$ cat config.mk
export PLATFORM = sky130hd
export DESIGN_NAME = calc_keypad_fsm
export DESIGN_NICKNAME = d
export VERILOG_FILES = /design/src/rtl/calc_keypad_fsm.sv
export SDC_FILE = /design/constraint.sdc
export NUM_CORES = 1
export LEC_CHECK = 0
export CORE_UTILIZATION = 50
export DETAILED_ROUTE_END_ITERATION = 12
export PLACE_DENSITY_LB_ADDON = 0.1
export SLEW_MARGIN = 20
export SYNTH_ARGS = -nofsm -noshare
export SYNTH_HDL_FRONTEND = slang
export SYNTH_SLANG_ARGS = --single-unit
$ cat constraint.sdc
create_clock -name clk -period 6.81 [get_ports clk]
set_input_delay 1.362 -clock clk [delete_from_list [all_inputs] [get_ports clk]]
set_output_delay 1.362 -clock clk [all_outputs]
set_load 0.05 [all_outputs]
$ cat src/rtl/calc_keypad_fsm.sv
// Keypad entry FSM: builds decimal operands n1/n2 and an operator from a 4-bit key stream, strobes exec on '='.
// Latency: a key accepted on a rising edge of ready is visible on all outputs right after that same clock edge.
// Backpressure: none; one key per ready rising edge, held levels never repeat, keys that do not apply are dropped.
//
// Ports:
//   clk, reset          system clock, synchronous active-high reset (wins over a key in the same cycle)
//   tecla[3:0], ready   key code (0-9 digit, A add, B sub, C mul, D equals, E clear, F backspace) and key-valid level
//   n1, n2 [W-1:0]      binary operands
//   op[3:0]             latched operator (A/B/C, 0 = none)
//   cnt[CW-1:0]         digit count of the operand being entered
//   state[1:0]          00 N1, 01 N2, 10 RES
//   exec                one-cycle strobe when '=' is accepted
//   done                high while in RES
//   ovf                 sticky flag: a digit was dropped because the operand was already full

module calc_keypad_fsm #(
    parameter int DIGITS = 4,
    parameter int W      = 14,
    localparam int CW    = $clog2(DIGITS + 1)
) (
    input  logic          clk,
    input  logic          reset,
    input  logic [3:0]    tecla,
    input  logic          ready,
    output logic [W-1:0]  n1,
    output logic [W-1:0]  n2,
    output logic [3:0]    op,
    output logic [CW-1:0] cnt,
    output logic [1:0]    state,
    output logic          exec,
    output logic          done,
    output logic          ovf
);

    // State encoding is visible on the state port and must stay stable for downstream blocks.
    localparam logic [1:0] ST_N1  = 2'b00;
    localparam logic [1:0] ST_N2  = 2'b01;
    localparam logic [1:0] ST_RES = 2'b10;

    localparam logic [3:0] KEY_ADD = 4'hA;
    localparam logic [3:0] KEY_SUB = 4'hB;
    localparam logic [3:0] KEY_MUL = 4'hC;
    localparam logic [3:0] KEY_EQ  = 4'hD;
    localparam logic [3:0] KEY_CLR = 4'hE;
    localparam logic [3:0] KEY_BS  = 4'hF;

    localparam logic [CW-1:0]  CNT_MAX = CW'(DIGITS);
    localparam logic [W+3:0]   TEN_X   = (W+4)'(10);
    localparam logic [W-1:0]   TEN     = W'(10);

    // ------------------------------------------------------------------
    // Registers
    // ------------------------------------------------------------------
    logic          ready_q;
    logic [CW-1:0] n1_cnt;     // digit count of n1, restored when backspacing out of N2

    // ------------------------------------------------------------------
    // Key decode
    // ------------------------------------------------------------------
    logic key_evt;
    logic is_digit;
    logic is_oper;
    logic is_eq;
    logic is_clr;
    logic is_bs;

    always_comb begin
        key_evt  = ready & ~ready_q;
        is_digit = (tecla <= 4'd9);
        is_oper  = (tecla == KEY_ADD) || (tecla == KEY_SUB) || (tecla == KEY_MUL);
        is_eq    = (tecla == KEY_EQ);
        is_clr   = (tecla == KEY_CLR);
        is_bs    = (tecla == KEY_BS);
    end

    // ------------------------------------------------------------------
    // Operand datapath: shared by N1 and N2, selects the active operand.
    // ------------------------------------------------------------------
    logic          in_n2;
    logic [W-1:0]  cur_opnd;
    logic [W-1:0]  opnd_mul;   // cur_opnd*10 + digit
    logic [W-1:0]  opnd_div;   // cur_opnd/10
    logic [W-1:0]  digit_w;
    logic          cnt_full;
    logic          cnt_zero;

    always_comb begin
        in_n2    = (state == ST_N2);
        cur_opnd = in_n2 ? n2 : n1;
        digit_w  = {{(W-4){1'b0}}, tecla};
        // Product is formed 4 bits wider than the operand; the upper bits are
        // always zero because an operand never exceeds DIGITS decimal digits.
        opnd_mul = W'({4'b0000, cur_opnd} * TEN_X + {{W{1'b0}}, tecla});
        opnd_div = cur_opnd / TEN;
        cnt_full = (cnt >= CNT_MAX);
        cnt_zero = (cnt == '0);
    end

    // ------------------------------------------------------------------
    // Next-state logic
    // ------------------------------------------------------------------
    logic [1:0]    state_n;
    logic [W-1:0]  n1_n;
    logic [W-1:0]  n2_n;
    logic [3:0]    op_n;
    logic [CW-1:0] cnt_n;
    logic [CW-1:0] n1_cnt_n;
    logic          exec_n;
    logic          ovf_n;
    logic          clear_all;

    always_comb begin
        state_n   = state;
        n1_n      = n1;
        n2_n      = n2;
        op_n      = op;
        cnt_n     = cnt;
        n1_cnt_n  = n1_cnt;
        exec_n    = 1'b0;      // exec only ever lasts one cycle
        ovf_n     = ovf;
        clear_all = 1'b0;

        if (state == 2'b11) begin
            // Illegal encoding: recover to the reset values.
            clear_all = 1'b1;
        end else if (key_evt) begin
            if (is_clr) begin
                clear_all = 1'b1;
            end else if (state == ST_RES) begin
                // A digit after a result starts a fresh calculation.
                if (is_digit) begin
                    n1_n     = digit_w;
                    n2_n     = '0;
                    op_n     = 4'h0;
                    cnt_n    = CW'(1);
                    n1_cnt_n = '0;
                    ovf_n    = 1'b0;
                    state_n  = ST_N1;
                end
            end else begin
                // N1 or N2
                if (is_digit) begin
                    if (!cnt_full) begin
                        if (in_n2) n2_n = opnd_mul;
                        else       n1_n = opnd_mul;
                        cnt_n = cnt + CW'(1);
                    end else begin
                        ovf_n = 1'b1;
                    end
                end else if (is_oper) begin
                    if (!in_n2 && !cnt_zero) begin
                        op_n     = tecla;
                        n2_n     = '0;
                        n1_cnt_n = cnt;
                        cnt_n    = '0;
                        state_n  = ST_N2;
                    end else if (in_n2 && cnt_zero) begin
                        // Operator change before any n2 digit.
                        op_n = tecla;
                    end
                end else if (is_eq) begin
                    if (in_n2 && !cnt_zero) begin
                        exec_n  = 1'b1;
                        state_n = ST_RES;
                    end
                end else if (is_bs) begin
                    if (!cnt_zero) begin
                        if (in_n2) n2_n = opnd_div;
                        else       n1_n = opnd_div;
                        cnt_n = cnt - CW'(1);
                    end else if (in_n2) begin
                        // Backspace past the empty n2 reopens n1 for editing.
                        op_n    = 4'h0;
                        cnt_n   = n1_cnt;
                        state_n = ST_N1;
                    end
                end
            end
        end

        if (clear_all) begin
            state_n  = ST_N1;
            n1_n     = '0;
            n2_n     = '0;
            op_n     = 4'h0;
            cnt_n    = '0;
            n1_cnt_n = '0;
            exec_n   = 1'b0;
            ovf_n    = 1'b0;
        end
    end

    // ------------------------------------------------------------------
    // State registers
    // ------------------------------------------------------------------
    always_ff @(posedge clk) begin
        if (reset) begin
            state   <= ST_N1;
            n1      <= '0;
            n2      <= '0;
            op      <= 4'h0;
            cnt     <= '0;
            n1_cnt  <= '0;
            exec    <= 1'b0;
            ovf     <= 1'b0;
            ready_q <= 1'b0;
        end else begin
            state   <= state_n;
            n1      <= n1_n;
            n2      <= n2_n;
            op      <= op_n;
            cnt     <= cnt_n;
            n1_cnt  <= n1_cnt_n;
            exec    <= exec_n;
            ovf     <= ovf_n;
            // Clear still tracks ready so a held key is not re-accepted.
            ready_q <= ready;
        end
    end

    assign done = (state == ST_RES);

endmodule

# Word level (Yosys, flattened, before mapping)
# Cells that the tools add are included.
# op_classes
n_addsub	3
n_mul	1
div_mod_pow	1
n_lt_le_gt_ge	2
eq_ne	26
mux	65
bitwise	6
reduce_logical	28
# op_table
op	count
two-way mux 14 bit	22
two-way mux 3 bit	15
two-way mux 4 bit	10
== test 4 bit, second input constant	6
AND reduction 11 bit	2
two-way mux 2 bit	10
AND reduction 10 bit	2
inequality test 3 bit, second input constant	5
adder 14 x 4 -> 14 bit	1
divider 14 x 4 -> 14 bit, second input constant	1
multiplier 14 x 3 -> 13 bit, second input constant	1
nonzero test 3 bit	4
nonzero test 4 bit	3
inequality test 3 x 2 -> 1 bit, second input constant	3
AND reduction 9 bit	1
OR reduction 9 bit	1
two-way mux 1 bit	8
inequality test 2 bit, second input constant	4
inequality test 4 bit, second input constant	2
nonzero test 2 bit	4
AND reduction 7 bit	1
NOT 1 bit	5
AND reduction 5 bit	1
== test 2 bit, second input constant	2
other kinds (14)	18
# word_totals
reg_bits	43
in_bits	7
out_inout_bits	40
elab_cells	141

# Logic depth before layout (Yosys ltp)
# depth
ltp_word	10
mapped_depth	26
ltp_nobuf	23

# Least setup slack after synthesis
# Ideal clock, no wire load.
# synth_timing
kind	flip-flop to flip-flop
startpoint	reg state[0]
endpoint	reg n1[0]
setup_ns	0.137
t_arrival_ns	5.007
required_time_ns	6.673
path_slack_ns	1.666
stages_incl_launch_ff	24
path_buffers	3
synth_period_minus_slack_ns	5.144
cell_sequence	dfxtp_1 buf_2 nand2b_1 buf_6 buf_8 a21o_1 a22oi_2 a21oi_1 or3_4 a21o_1 a311o_1 a32o_1 o21a_1 a211oi_1 a22oi_1 mux2_2 inv_1 ha_1 inv_1 a211o_1 a2111oi_0 o211ai_1 nand4_1 a221oi_2
# synth_via
elab_chain_cells	10
elab_cells_between_ends	20
cone_classes	1 x div; 7 x eq/ne; 9 x mux; 1 x bitwise; 2 x reduce/logical
# synth_lines
element	line	rtl
start: declaration	29	output logic [1:0] state,
start signal: assignment	208	state <= state_n;
== test 2 x 1 -> 1 bit	88	in_n2 = (state == ST_N2);
two-way mux 14 bit	89	cur_opnd = in_n2 ? n2 : n1;
divider 14 x 4 -> 14 bit	94	opnd_div = cur_opnd / TEN;
two-way mux 14 bit	168	if (in_n2) n2_n = opnd_div;
two-way mux 14 bit	167	if (!cnt_zero) begin
two-way mux 14 bit	166	end else if (is_bs) begin
two-way mux 14 bit	161	end else if (is_eq) begin
two-way mux 14 bit	150	end else if (is_oper) begin
two-way mux 14 bit	142	if (is_digit) begin
two-way mux 14 bit	129	end else if (state == ST_RES) begin
end signal: assignment	209	n1 <= n1_n;
end: declaration	25	output logic [W-1:0] n1,
# Parallel ways exist; a longest one is shown, timed or not. The select of a mux whose other input is x is not followed.
# A chain may end at the register's enable or synchronous reset.

# Final worst setup path
# layout_timing
startpoint	reg state[1]
endpoint	reg n1[0]
# The elaborated chain is that of the path after synthesis.

==> results by group <==
Run status
  • Status: finished, violations left
  • Failing checks: DRC

STA
  • Max Clk Rate: 0.172 GHz
  • Final Critical Period: 5.82 ns
  • Final Hold Viols: 0
  • RSZ-0062 raised after global routing: no
  • Slew Viols, Final: 0
  • Worst slew pin tran: 0.874 ns
  • Setup violators final: 0
  • Setup TNS: 0 ns
  • Slew HR: 40.0%
  • Fin crit share: 85.5%
  • Skew final: 0.00917 ns

Placed design
  • Port-buffer cells: 46
  • GP Congestion: 0.936
  • Hpwl dp: 10300 um
  • Placed insts: 756

Drt
  • Final ANT Viol Nets: 0
  • Starting DRT DRC Count: 358
  • Met3 WL: 1120 um
  • First-pass detailed-route iteration total: 10
  • Top Layer Used: met4
  • Post-Route WL: 13600 um
  • Wire length per cell: 17.8 um
  • Met2 wire length: 6190 um
  • Post-route DRC violation count: 4
  • Vias per inst: 6.36
  • Vias: 4861
  • Met1 Routed Length: 6130 um

Worst hold path
  • Hold Path Stages: 2
  • Hold Crit Class: flop to flop
  • Hold Path Origin: op[0]
  • Hold Path End: op[0]

GRT
  • Total grt overflow: 0
  • Initial antenna violation count: 0
  • Global-route wire length before repair: 22200 um
  • Largest net degree at the start of global routing: 33
  • Gr usage total: 28.5%
  • Vias in the first global route: 4432

Synthesis
  • Post-synthesis cell count: 624
  • Top-area cell type share of the netlist area: 18.8%
  • Area contributors post-synth: dfxtp_1 (19%), ha_1 (8.5%), nor2_1 (6.7%), a21oi_1 (6.3%), nand2_1 (4.3%)
  • Ys flop type: dfxtp_1
  • Post-synth ARST share: 0%
  • Post-Syn Nets: 664
  • Synth Cell Area: 4580 um2
  • Mean Syn Cell Area: 7.34 um2
  • Number of synthesized flops with an enable pin: 0
  • Seq cells post-synth: 43
  • Ys Warns: 0
  • Synth top cells by count: nor2_1 (82), a21oi_1 (58), nand2_1 (52)
  • Post-synth top area cell: dfxtp_1
  • Sequential area share after synthesis: 18.8%
  • Top-count cell post-synth: nor2_1
  • Distinct cell type count after synthesis: 82

Clocking
  • Num CTS Buffers: 5
  • Postcts setup bufs: 0
  • CTS Hold Bufs: 0
  • Clk slew on worst S/H paths: 0.09 ns
  • CTS tree: done
  • PostCTS Resize Cnt: 0
  • H-tree levels: 2
  • CTS root buf: clkbuf_8
  • CTS max path bufs: 2
  • Sinks on Clock Net: 43
  • Clock latency on the worst-skew pair: 0.31 ns

Final layout
  • Layout cells sized above 1: 7.47%
  • Storage element area: 861 um2
  • Area Growth Syn to Fin: 13.1%
  • Multi-input logic area: 3450 um2
  • NumNets Final: 695
  • Ant diodes: 0
  • Finished Layout Cells: 764
  • Fillers: 865

Power and ir drop
  • Combinational group share of total power: 41.3%
  • Clk pwr share: 22.6%
  • Worst IR Drop VDD: 0.0000842 V
  • Flop pwr share: 36.1%
  • Pint: 441 uW
  • Static Leak: 0.00205 uW
  • Switching Power: 291 uW
  • Net Sw Frac: 39.7%
  • Pwr Density: 141 nW/um2

Setup path
  • CP startpoint kind: flop
  • R2R Setup Slk: 0.99 ns
  • CP Max Fanout: 26
  • Crit path arrival time: 5.98 ns
  • WS Path Type: flop to flop
  • RR Endpoint: n1[0]
  • Worst R2R Start: state[1]
  • Worst endpoint required time: 6.97 ns
  • CP Capture Type: flop
  • Reg2Reg Depth: 22

Job
  • Max Cap Viol: 0

Floorplan
  • Width of the die: 97.7 um
  • Core footprint: 8810 um2
  • Die ar.: 9550 um2
  • Initial Util: 52.0%
  • # IOs: 47
  • Std cell rows: 34
  • Die H: 97.7 um
## critical path, stage by stage (launching register included)
cell,delay [ns]
dfxtp_1,0.51
nand2b_1,0.19
buf_4,0.37
mux2i_2,0.43
inv_2,0.13
a221oi_1,0.36
a21o_2,0.24
nand3_2,0.13
a32oi_1,0.29
o211ai_1,0.23
a2111oi_2,0.57
nor2_1,0.27
a21oi_1,0.21
a22oi_1,0.08
mux2_2,0.30
inv_1,0.09
ha_1,0.17
inv_1,0.07
a211o_1,0.24
a2111oi_0,0.38
o211ai_1,0.19
nand4_1,0.15
a221oi_2,0.07
## final cells by class
cell class / instances / area share, %
Clock inverter: 3 / 0.290
Inverter: 35 / 2.54
Tap cell: 108 / 2.61
Clock buffer: 5 / 1.33
Sequential cell: 43 / 16.6
Timing Repair Buffer: 54 / 10.0
Multi-Input combinational cell: 516 / 66.6
## worst max-delay path by stage
stage          cells after the start     to  slack (ns)     start
2_1_floorplan                     23  n1[0]        1.67  state[0]
3_3_place_gp                      22  n1[0]        1.39  state[1]
3_5_place_dp                      22  n1[0]        1.13  state[1]
4_1_cts                           22  n1[0]        1.10  state[1]
5_1_grt                           22  n1[0]        0.59  state[1]
6_report                          22  n1[0]        0.99  state[1]
## metrics by stage
step                setup slack (ns)  area (um2)  hold WS, ns  utilization [%]  power, uW
floorplan                       1.67        4580        0.457                -        494
global placement                1.39        5100        0.458             57.9        564
detailed placement              1.13        5100        0.464             57.9        567
CTS                             1.10        5180        0.478             58.8        730
global route                   0.590        5180        0.514             58.8        774
finish                         0.988        5180        0.475             58.8        732
## power groups by stage
stage	Clock [uW]	Combinational [uW]	Sequential [uW]
3_3_place_gp	0	294	270
2_1_floorplan	0	208	286
5_1_grt	181	328	266
6_report	166	302	265
4_1_cts	168	298	264
3_5_place_dp	0	296	270
## state kept, by name, summed over array words and instances (netlist names)
name     count
cnt          3
n1          14
exec         1
state        2
op           4
n1_cnt       3
ovf          1
ready_q      1
n2          14
## layer usage
metal	vias to the layer above	track usage (%)
li1	2361	-
met1	2272	40.1
met2	212	45.4
met3	16	5.04
met4	0	6.18
met5	-	0
## layout by cell type (no fill, tap or decap), types with 4 or more instances in the layout
cell type	n
a21oi_1	58
o21ai_0	23
nand2b_1	13
a32oi_1	4
a21o_1	11
mux2i_1	13
o21a_1	4
xnor2_1	13
clkbuf_8	5
nor2b_1	6
nor3_1	21
ha_1	31
buf_4	8
or3_1	5
a211o_1	5
and3_1	5
nand4_1	7
clkdlybuf4s50_1	46
a31oi_1	10
nand2_1	52
o21bai_1	6
a211oi_1	11
nor2_1	82
inv_1	29
nand3_1	16
o211ai_1	16
a22oi_1	16
xor2_1	11
dfxtp_1	43
o22ai_1	5
## logic make-up after synthesis
logic type,synth area share [%]
muxes,6.04
and+or+nand+nor,23.4
buffers and inverters,5.96
AOI/OAI and AO/OA,31.9
adders and majority gates,9.34
DFF,18.8
xor gates and xnor gates,4.59
(Power assumes the default switching activity.)
